**config.mk**
```make
export PLATFORM = sky130hd
export DESIGN_NAME = zacore_mem_arbiter_flat
export DESIGN_NICKNAME = d
export VERILOG_FILES = /design/src/rtl/zacore_mem_arbiter_if.sv /design/src/rtl/zacore_mem_arbiter.sv /design/src/flat_wrapper.sv
export SDC_FILE = /design/constraint.sdc
export NUM_CORES = 1
export LEC_CHECK = 0
export ABC_AREA = 1
export CAP_MARGIN = 0
export CORE_ASPECT_RATIO = 0.7
export CORE_MARGIN = 2
export CORE_UTILIZATION = 35
export CTS_CLUSTER_SIZE = 20
export DETAILED_ROUTE_END_ITERATION = 8
export PLACE_DENSITY = 0.81
export SYNTH_ARGS = -nofsm -noshare
export SYNTH_HDL_FRONTEND = slang
export SYNTH_SLANG_ARGS = --single-unit
```
**constraint.sdc**
```tcl
create_clock -name i_clk -period 2.26 [get_ports i_clk]
set_clock_uncertainty 0.15 [all_clocks]
set_input_delay 0.678 -clock i_clk [delete_from_list [all_inputs] [get_ports i_clk]]
set_output_delay 0.678 -clock i_clk [all_outputs]
set_load 0.03 [all_outputs]
```
**src/rtl/zacore_mem_arbiter_if.sv**
```systemverilog
// Bundle of requester-side and memory-side signals around the fetch/data
// memory arbiter.
//   master : arbiter view (samples requests and memory responses, drives
//            acks, read data and the registered memory bus)
//   slave  : environment view (requesters plus memory)
// Member names keep their original i_/o_ prefixes, which are relative to
// the arbiter, so existing hookups carry over unchanged.
interface zacore_mem_arbiter_if;
  logic        i_fetch_req;
  logic [31:0] i_fetch_addr;
  logic        o_fetch_ack;
  logic [31:0] o_inst_read;
  logic        i_read_req;
  logic        i_write_req;
  logic [31:0] i_data_addr;
  logic [31:0] i_data_write;
  logic [3:0]  i_data_write_mask;
  logic        o_read_ack;
  logic        o_write_ack;
  logic [31:0] o_data_read;
  logic        o_mem_req;
  logic        o_mem_we;
  logic [31:0] o_mem_addr;
  logic [31:0] o_mem_wdata;
  logic [3:0]  o_mem_wmask;
  logic        i_mem_ack;
  logic [31:0] i_mem_rdata;
  logic        o_owner_data;

  modport master (
    input  i_fetch_req, i_fetch_addr,
    input  i_read_req, i_write_req, i_data_addr, i_data_write, i_data_write_mask,
    input  i_mem_ack, i_mem_rdata,
    output o_fetch_ack, o_inst_read,
    output o_read_ack, o_write_ack, o_data_read,
    output o_mem_req, o_mem_we, o_mem_addr, o_mem_wdata, o_mem_wmask,
    output o_owner_data
  );

  modport slave (
    output i_fetch_req, i_fetch_addr,
    output i_read_req, i_write_req, i_data_addr, i_data_write, i_data_write_mask,
    output i_mem_ack, i_mem_rdata,
    input  o_fetch_ack, o_inst_read,
    input  o_read_ack, o_write_ack, o_data_read,
    input  o_mem_req, o_mem_we, o_mem_addr, o_mem_wdata, o_mem_wmask,
    input  o_owner_data
  );
endinterface

```
**src/rtl/zacore_mem_arbiter.sv**
```systemverilog
// Arbiter sharing one single-port memory bus between the instruction fetch
// requester and the data (read/write) requester. One transaction at a time;
// address, write data and mask are registered at grant, and the memory ack
// plus read data are steered back to the owner combinationally.
// Ports:
//   i_clk  : clock
//   i_rst  : synchronous reset, active-low
//   bus    : zacore_mem_arbiter_if.master (requests, acks, memory bus)
// Parameters:
//   DATA_PRIORITY : 1 = data wins simultaneous requests, 0 = fetch wins
//   STARVE_LIMIT  : consecutive losses (1-15) before the non-preferred
//                   requester is forced through
module zacore_mem_arbiter #(
  parameter bit          DATA_PRIORITY = 1'b1,
  parameter int unsigned STARVE_LIMIT  = 4
) (
  input  logic                   i_clk,
  input  logic                   i_rst,
  zacore_mem_arbiter_if.master   bus
);

  localparam logic [3:0] LIMIT = 4'(STARVE_LIMIT);

  typedef enum logic [1:0] {
    IDLE,
    BUSY_FETCH,
    BUSY_DATA
  } state_t;

  state_t      state, state_nxt;
  logic [3:0]  starve_cnt, starve_nxt;

  logic        data_pend;
  logic        both_pend;
  logic        starved;
  logic        grant_data;
  logic        grant_fetch;
  logic        take_write;

  logic        mem_req_q;
  logic        mem_we_q;
  logic [31:0] mem_addr_q;
  logic [31:0] mem_wdata_q;
  logic [3:0]  mem_wmask_q;
  logic        owner_q;

  logic        fetch_ack;
  logic        read_ack;
  logic        write_ack;
  logic [31:0] inst_read;
  logic [31:0] data_read;

  // Grant decision; only acted on while IDLE.
  always_comb begin
    data_pend  = bus.i_read_req | bus.i_write_req;
    both_pend  = bus.i_fetch_req & data_pend;
    starved    = (starve_cnt == LIMIT);
    grant_data = 1'b0;
    if (both_pend) begin
      // Starvation flips the preference for exactly one grant.
      grant_data = DATA_PRIORITY ? ~starved : starved;
    end else begin
      grant_data = data_pend;
    end
    grant_fetch = bus.i_fetch_req & ~grant_data;
    // Write beats read when both are raised; the read stays pending.
    take_write  = grant_data & bus.i_write_req;
  end

  // State and starvation counter register.
  always_ff @(posedge i_clk) begin
    if (!i_rst) begin
      state      <= IDLE;
      starve_cnt <= '0;
    end else begin
      state      <= state_nxt;
      starve_cnt <= starve_nxt;
    end
  end

  // Next-state logic.
  always_comb begin
    state_nxt  = state;
    starve_nxt = starve_cnt;
    unique case (state)
      IDLE: begin
        if (grant_data) begin
          state_nxt = BUSY_DATA;
        end else if (grant_fetch) begin
          state_nxt = BUSY_FETCH;
        end
        // Counter only moves on contested grants; a lone requester leaves it.
        if (both_pend) begin
          if (grant_data == DATA_PRIORITY) begin
            if (!starved) begin
              starve_nxt = starve_cnt + 4'd1;
            end
          end else begin
            starve_nxt = '0;
          end
        end
      end
      BUSY_FETCH, BUSY_DATA: begin
        if (bus.i_mem_ack) begin
          state_nxt = IDLE;
        end
      end
      default: state_nxt = IDLE;
    endcase
  end

  // Registered memory-bus fields, captured at grant and held until ack.
  always_ff @(posedge i_clk) begin
    if (!i_rst) begin
      mem_req_q   <= 1'b0;
      mem_we_q    <= 1'b0;
      mem_addr_q  <= '0;
      mem_wdata_q <= '0;
      mem_wmask_q <= '0;
      owner_q     <= 1'b0;
    end else if (state == IDLE) begin
      if (grant_data || grant_fetch) begin
        mem_req_q   <= 1'b1;
        mem_we_q    <= take_write;
        mem_addr_q  <= grant_data ? bus.i_data_addr : bus.i_fetch_addr;
        mem_wdata_q <= take_write ? bus.i_data_write : '0;
        mem_wmask_q <= take_write ? bus.i_data_write_mask : '0;
        owner_q     <= grant_data;
      end
    end else if (bus.i_mem_ack) begin
      mem_req_q <= 1'b0;
    end
  end

  // Output logic: acks and read data routed to the current owner only.
  always_comb begin
    fetch_ack = (state == BUSY_FETCH) & bus.i_mem_ack;
    read_ack  = (state == BUSY_DATA) & bus.i_mem_ack & ~mem_we_q;
    write_ack = (state == BUSY_DATA) & bus.i_mem_ack & mem_we_q;
    inst_read = fetch_ack ? bus.i_mem_rdata : '0;
    data_read = read_ack  ? bus.i_mem_rdata : '0;
  end

  assign bus.o_fetch_ack  = fetch_ack;
  assign bus.o_inst_read  = inst_read;
  assign bus.o_read_ack   = read_ack;
  assign bus.o_write_ack  = write_ack;
  assign bus.o_data_read  = data_read;
  assign bus.o_mem_req    = mem_req_q;
  assign bus.o_mem_we     = mem_we_q;
  assign bus.o_mem_addr   = mem_addr_q;
  assign bus.o_mem_wdata  = mem_wdata_q;
  assign bus.o_mem_wmask  = mem_wmask_q;
  assign bus.o_owner_data = owner_q;

endmodule

```
**src/flat_wrapper.sv**
```systemverilog
// flat-port wrapper written by rule: the top's interface ports become plain ports
module zacore_mem_arbiter_flat 
#(
  parameter bit          DATA_PRIORITY = 1'b1,
  parameter int unsigned STARVE_LIMIT  = 4
)
  (i_clk, i_rst, bus_i_fetch_req, bus_i_fetch_addr, bus_i_read_req, bus_i_write_req, bus_i_data_addr, bus_i_data_write, bus_i_data_write_mask, bus_i_mem_ack, bus_i_mem_rdata, bus_o_fetch_ack, bus_o_inst_read, bus_o_read_ack, bus_o_write_ack, bus_o_data_read, bus_o_mem_req, bus_o_mem_we, bus_o_mem_addr, bus_o_mem_wdata, bus_o_mem_wmask, bus_o_owner_data);
  zacore_mem_arbiter_if bus_i ();
  input  logic i_clk;
  input  logic i_rst;
  input wire logic [$bits(bus_i.i_fetch_req)-1:0] bus_i_fetch_req;
  input wire logic [$bits(bus_i.i_fetch_addr)-1:0] bus_i_fetch_addr;
  input wire logic [$bits(bus_i.i_read_req)-1:0] bus_i_read_req;
  input wire logic [$bits(bus_i.i_write_req)-1:0] bus_i_write_req;
  input wire logic [$bits(bus_i.i_data_addr)-1:0] bus_i_data_addr;
  input wire logic [$bits(bus_i.i_data_write)-1:0] bus_i_data_write;
  input wire logic [$bits(bus_i.i_data_write_mask)-1:0] bus_i_data_write_mask;
  input wire logic [$bits(bus_i.i_mem_ack)-1:0] bus_i_mem_ack;
  input wire logic [$bits(bus_i.i_mem_rdata)-1:0] bus_i_mem_rdata;
  output wire logic [$bits(bus_i.o_fetch_ack)-1:0] bus_o_fetch_ack;
  output wire logic [$bits(bus_i.o_inst_read)-1:0] bus_o_inst_read;
  output wire logic [$bits(bus_i.o_read_ack)-1:0] bus_o_read_ack;
  output wire logic [$bits(bus_i.o_write_ack)-1:0] bus_o_write_ack;
  output wire logic [$bits(bus_i.o_data_read)-1:0] bus_o_data_read;
  output wire logic [$bits(bus_i.o_mem_req)-1:0] bus_o_mem_req;
  output wire logic [$bits(bus_i.o_mem_we)-1:0] bus_o_mem_we;
  output wire logic [$bits(bus_i.o_mem_addr)-1:0] bus_o_mem_addr;
  output wire logic [$bits(bus_i.o_mem_wdata)-1:0] bus_o_mem_wdata;
  output wire logic [$bits(bus_i.o_mem_wmask)-1:0] bus_o_mem_wmask;
  output wire logic [$bits(bus_i.o_owner_data)-1:0] bus_o_owner_data;
  assign bus_i.i_fetch_req = bus_i_fetch_req;
  assign bus_i.i_fetch_addr = bus_i_fetch_addr;
  assign bus_i.i_read_req = bus_i_read_req;
  assign bus_i.i_write_req = bus_i_write_req;
  assign bus_i.i_data_addr = bus_i_data_addr;
  assign bus_i.i_data_write = bus_i_data_write;
  assign bus_i.i_data_write_mask = bus_i_data_write_mask;
  assign bus_i.i_mem_ack = bus_i_mem_ack;
  assign bus_i.i_mem_rdata = bus_i_mem_rdata;
  assign bus_o_fetch_ack = bus_i.o_fetch_ack;
  assign bus_o_inst_read = bus_i.o_inst_read;
  assign bus_o_read_ack = bus_i.o_read_ack;
  assign bus_o_write_ack = bus_i.o_write_ack;
  assign bus_o_data_read = bus_i.o_data_read;
  assign bus_o_mem_req = bus_i.o_mem_req;
  assign bus_o_mem_we = bus_i.o_mem_we;
  assign bus_o_mem_addr = bus_i.o_mem_addr;
  assign bus_o_mem_wdata = bus_i.o_mem_wdata;
  assign bus_o_mem_wmask = bus_i.o_mem_wmask;
  assign bus_o_owner_data = bus_i.o_owner_data;
  zacore_mem_arbiter #(.DATA_PRIORITY(DATA_PRIORITY), .STARVE_LIMIT(STARVE_LIMIT)) u_core (.i_clk(i_clk), .i_rst(i_rst), .bus(bus_i));
endmodule
```
==> impl_metrics.csv <==
group,metric,value,unit
cts,cts_num_sinks,77,
logic_synthesis,ys_top_cells_by_area,"dfxtp_1, nand2_1, nor2_1, inv_1, nand4_1",
die,dieArea,11900,sq um
route,wl_per_cell,15.4,um
timing,hold_viol,0,
logic_synthesis,syn_inst,615,
timing,timing.final.crit_share,117,%
critical_path,slowest_stage,"nor3_4",
logic_synthesis,syn_avg_cell_area,6.29,sq um
logic_synthesis,synth_simple_gate_area_share,39.3,%
power,power_leakage,3.55,nW
grt,antenna_found_initial,1,
worst_hold_path,hold_start,"u_core.bus.o_mem_wdata[0]$_SDFFE_PN0P_",
route,vias,5082,
place,place.gp.congestion,0.909,
status,violations,"setup timing",
power,switchingPower,1.73,mW
place,place_area,7060,sq um
place,port_buffers,275,
power,p_seq_share,31.3,%
logic_synthesis,syn_area,3870,sq um
place,dp_slack,-0.651,ns
timing,slew_viol_final,0,
grt,grt_overflow,0,
place,placedCellCount,1028,
timing,tightest_slew,0.428,ns
timing,finalSetupTns,-14.13,ns
power,internal_power,3.32,mW
logic_synthesis,synth-seq-cells,77,
critical_path,crit_path_start,"bus_i_mem_ack",
critical_path,r2r-start,"u_core.starve_cnt[0]$_SDFFE_PN0P_",
critical_path,path_class,"input port to output port",
critical_path,critPathMostFrequentCell,"buf_12",
cells_and_area,syn_to_final_growth,107,%
grt,grt_pass1_wl,22.7,mm
timing,period_needed,2.64,ns
timing,max_freq,379,MHz
timing,rsz0062_at_grt,"true",
logic_synthesis,synth.area.mux_share,0,%
cells_and_area,final_nets,1041,
power,clkPwrFrac,30.1,%
cells_and_area,final_cell_mix,"clkdlybuf4s50_1, nand2_1, dfxtp_1",
critical_path,crit_required,1.43,ns
route,drc,0,
cts,root_buffer,"clkbuf_16",
logic_synthesis,synth_compound_area_share,6.21,%
timing,whs,0.312,ns
critical_path,crit_path_end_kind,"output port",
job,drv_cap,0,
logic_synthesis,yosysTopAreaCell,"dfxtp_1",
cts,h-tree-depth,3,
die,core-area,10900,sq um
cts,cts_tree,"yes",
logic_synthesis,synth.distinct_cells,23,
timing,finalSetupViolCount,66,
worst_hold_path,hold_class,"flip-flop to flip-flop",
timing,setup_ws,-0.378,ns
cts,clk_pin_slew_worst_paths,0.06,ns
route,wirelength,16.3,mm
cells_and_area,drive_gt1_share,25.8,%
critical_path,path_cells,"buf_8 > buf_12 > inv_12 > nor3_4 > clkinv_4 > buf_12 > buf_16 > nor2_4 > buf_6",
route,drt_first_pass_iters,5,
cts,clk_path_buf_depth,2,
logic_synthesis,ys_seq_area_share,39.8,%
critical_path,cp-start-kind,"input port",
die,start_util,35.5,%
logic_synthesis,yosysWarnings,0,
place,dpl.hpwl,10.7,mm
power,ir_drop,0.501,mV
cells_and_area,stdcell_area,8010,sq um
logic_synthesis,synth_fa_ha_area_share,1.62,%
cts,numCtsBuffers,9,
cells_and_area,instances_no_fill,1057,
cts,clk_latency,0.33,ns
die,die_x,130,um
power,p_per_area,631,nW/um^2
critical_path,rrSetupSlack,0.46,ns
route,via_per_inst,4.81,
grt,grt_use_total,24.3,%
power,swShare,34.2,%
cells_and_area,layout_commonest_cell,"clkdlybuf4s50_1",
power,total_power,5.05,mW
die,die_height,92.0,um
critical_path,critPathMaxStageDelay,0.23,ns
logic_synthesis,synth_top_area_share,39.8,%
critical_path,critPathMaxFanout,7,
logic_synthesis,synth_top_family_by_area,"simple AND/OR/NAND/NOR gates",
die,io_pins,276,
grt,grt_start_max_net_pins,40,
route,ant_nets,0,
power,comb_power_share,38.5,%
die,row_count,32,
critical_path,crit_arrival,1.81,ns
logic_synthesis,synth_xor_area_share,0,%
grt,grt_pass1_vias,4393,
timing,slew_headroom,71.5,%
route,first_iter_violations,242,
status,status,"finished, violations left",
cells_and_area,fin_util,73.5,%
logic_synthesis,syn-num-nets,758,
## metal layers
metal  track usage (%)  share of wire, %  vias up
li1                  -                 -     2481
met5                 0                 0        -
met2              39.6                50      232
met4              8.06               2.0        0
met3              7.12               8.9       31
met1              30.9                39     2338
## Yosys cell counts
master,number
nand3_1,36
inv_2,3
buf_1,5
nor3_2,1
nand4_1,37
buf_2,15
nor2_1,131
a21oi_1,44
nand2_1,149
o21ai_0,3
nand2_2,2
buf_4,3
o21ai_1,1
buf_6,1
nor2_2,1
and3_1,1
nor3_1,1
inv_1,79
dfxtp_1,77
nor2_4,1
nand3b_1,1
clkbuf_1,18
ha_1,5
## registers in the layout (all words and copies together) (netlist names)
| name | cells |
|---|---|
| u_core.bus.o_mem_addr | 32 |
| u_core.bus.o_mem_req | 1 |
| u_core.bus.o_mem_wdata | 32 |
| u_core.bus.o_mem_we | 1 |
| u_core.bus.o_mem_wmask | 4 |
| u_core.bus.o_owner_data | 1 |
| u_core.starve_cnt | 4 |
| u_core.state | 2 |
## cells by family (layout without fill, tap and decap cells)
family	after synthesis	in the layout
other	0	1
AND/OR/NAND/NOR	361	361
flip-flops	77	77
buffers and inverters	124	412
adder cells (fa/ha/maj)	5	5
AO/OA/AOI/OAI	48	48
## worst paths after layout
check | end | depth (start not counted)
worst min register to register | u_core.bus.o_mem_wdata[0]$_SDFFE_PN0P_ | 2
worst max register to register | u_core.bus.o_mem_wdata[28]$_SDFFE_PN0P_ | 8
worst min-delay path | u_core.bus.o_mem_wdata[0]$_SDFFE_PN0P_ | 2
worst max-delay path | bus_o_data_read[7] | 9
## layout make-up
cell class	count	area, sq um
fillers	808	2880
inverters	82	325
repair buffers	314	3320
well taps	153	191
clock inverters	6	87.6
flip-flops and latches	77	1540
clock buffers	10	229
diodes	1	2.50
multi-input cells	414	2310
## critical path, delay by kind of cell
family,cells,cell delay [ns]
simple gates,2,0.35
buf+inv,7,0.77
## power groups by stage
stage / logic (mW) / clock network, mW / registers [mW]
2_1_floorplan: 0.743 / 0 / 1.87
3_3_place_gp: 1.79 / 0 / 1.60
3_5_place_dp: 1.81 / 0 / 1.61
4_1_cts: 1.89 / 1.55 / 1.58
5_1_grt: 2.08 / 1.60 / 1.60
6_report: 1.95 / 1.52 / 1.58
## what timing repair did
action                                  in CTS  in global routing
endpoints found under the setup margin      68                 65
hold buffers                                 0                  0
gates resized for setup                    135                 83
pin swaps                                   35                 13
cloned                                       5                  0
setup buffers                                4                  6
Power figures use the tool's default switching activity.
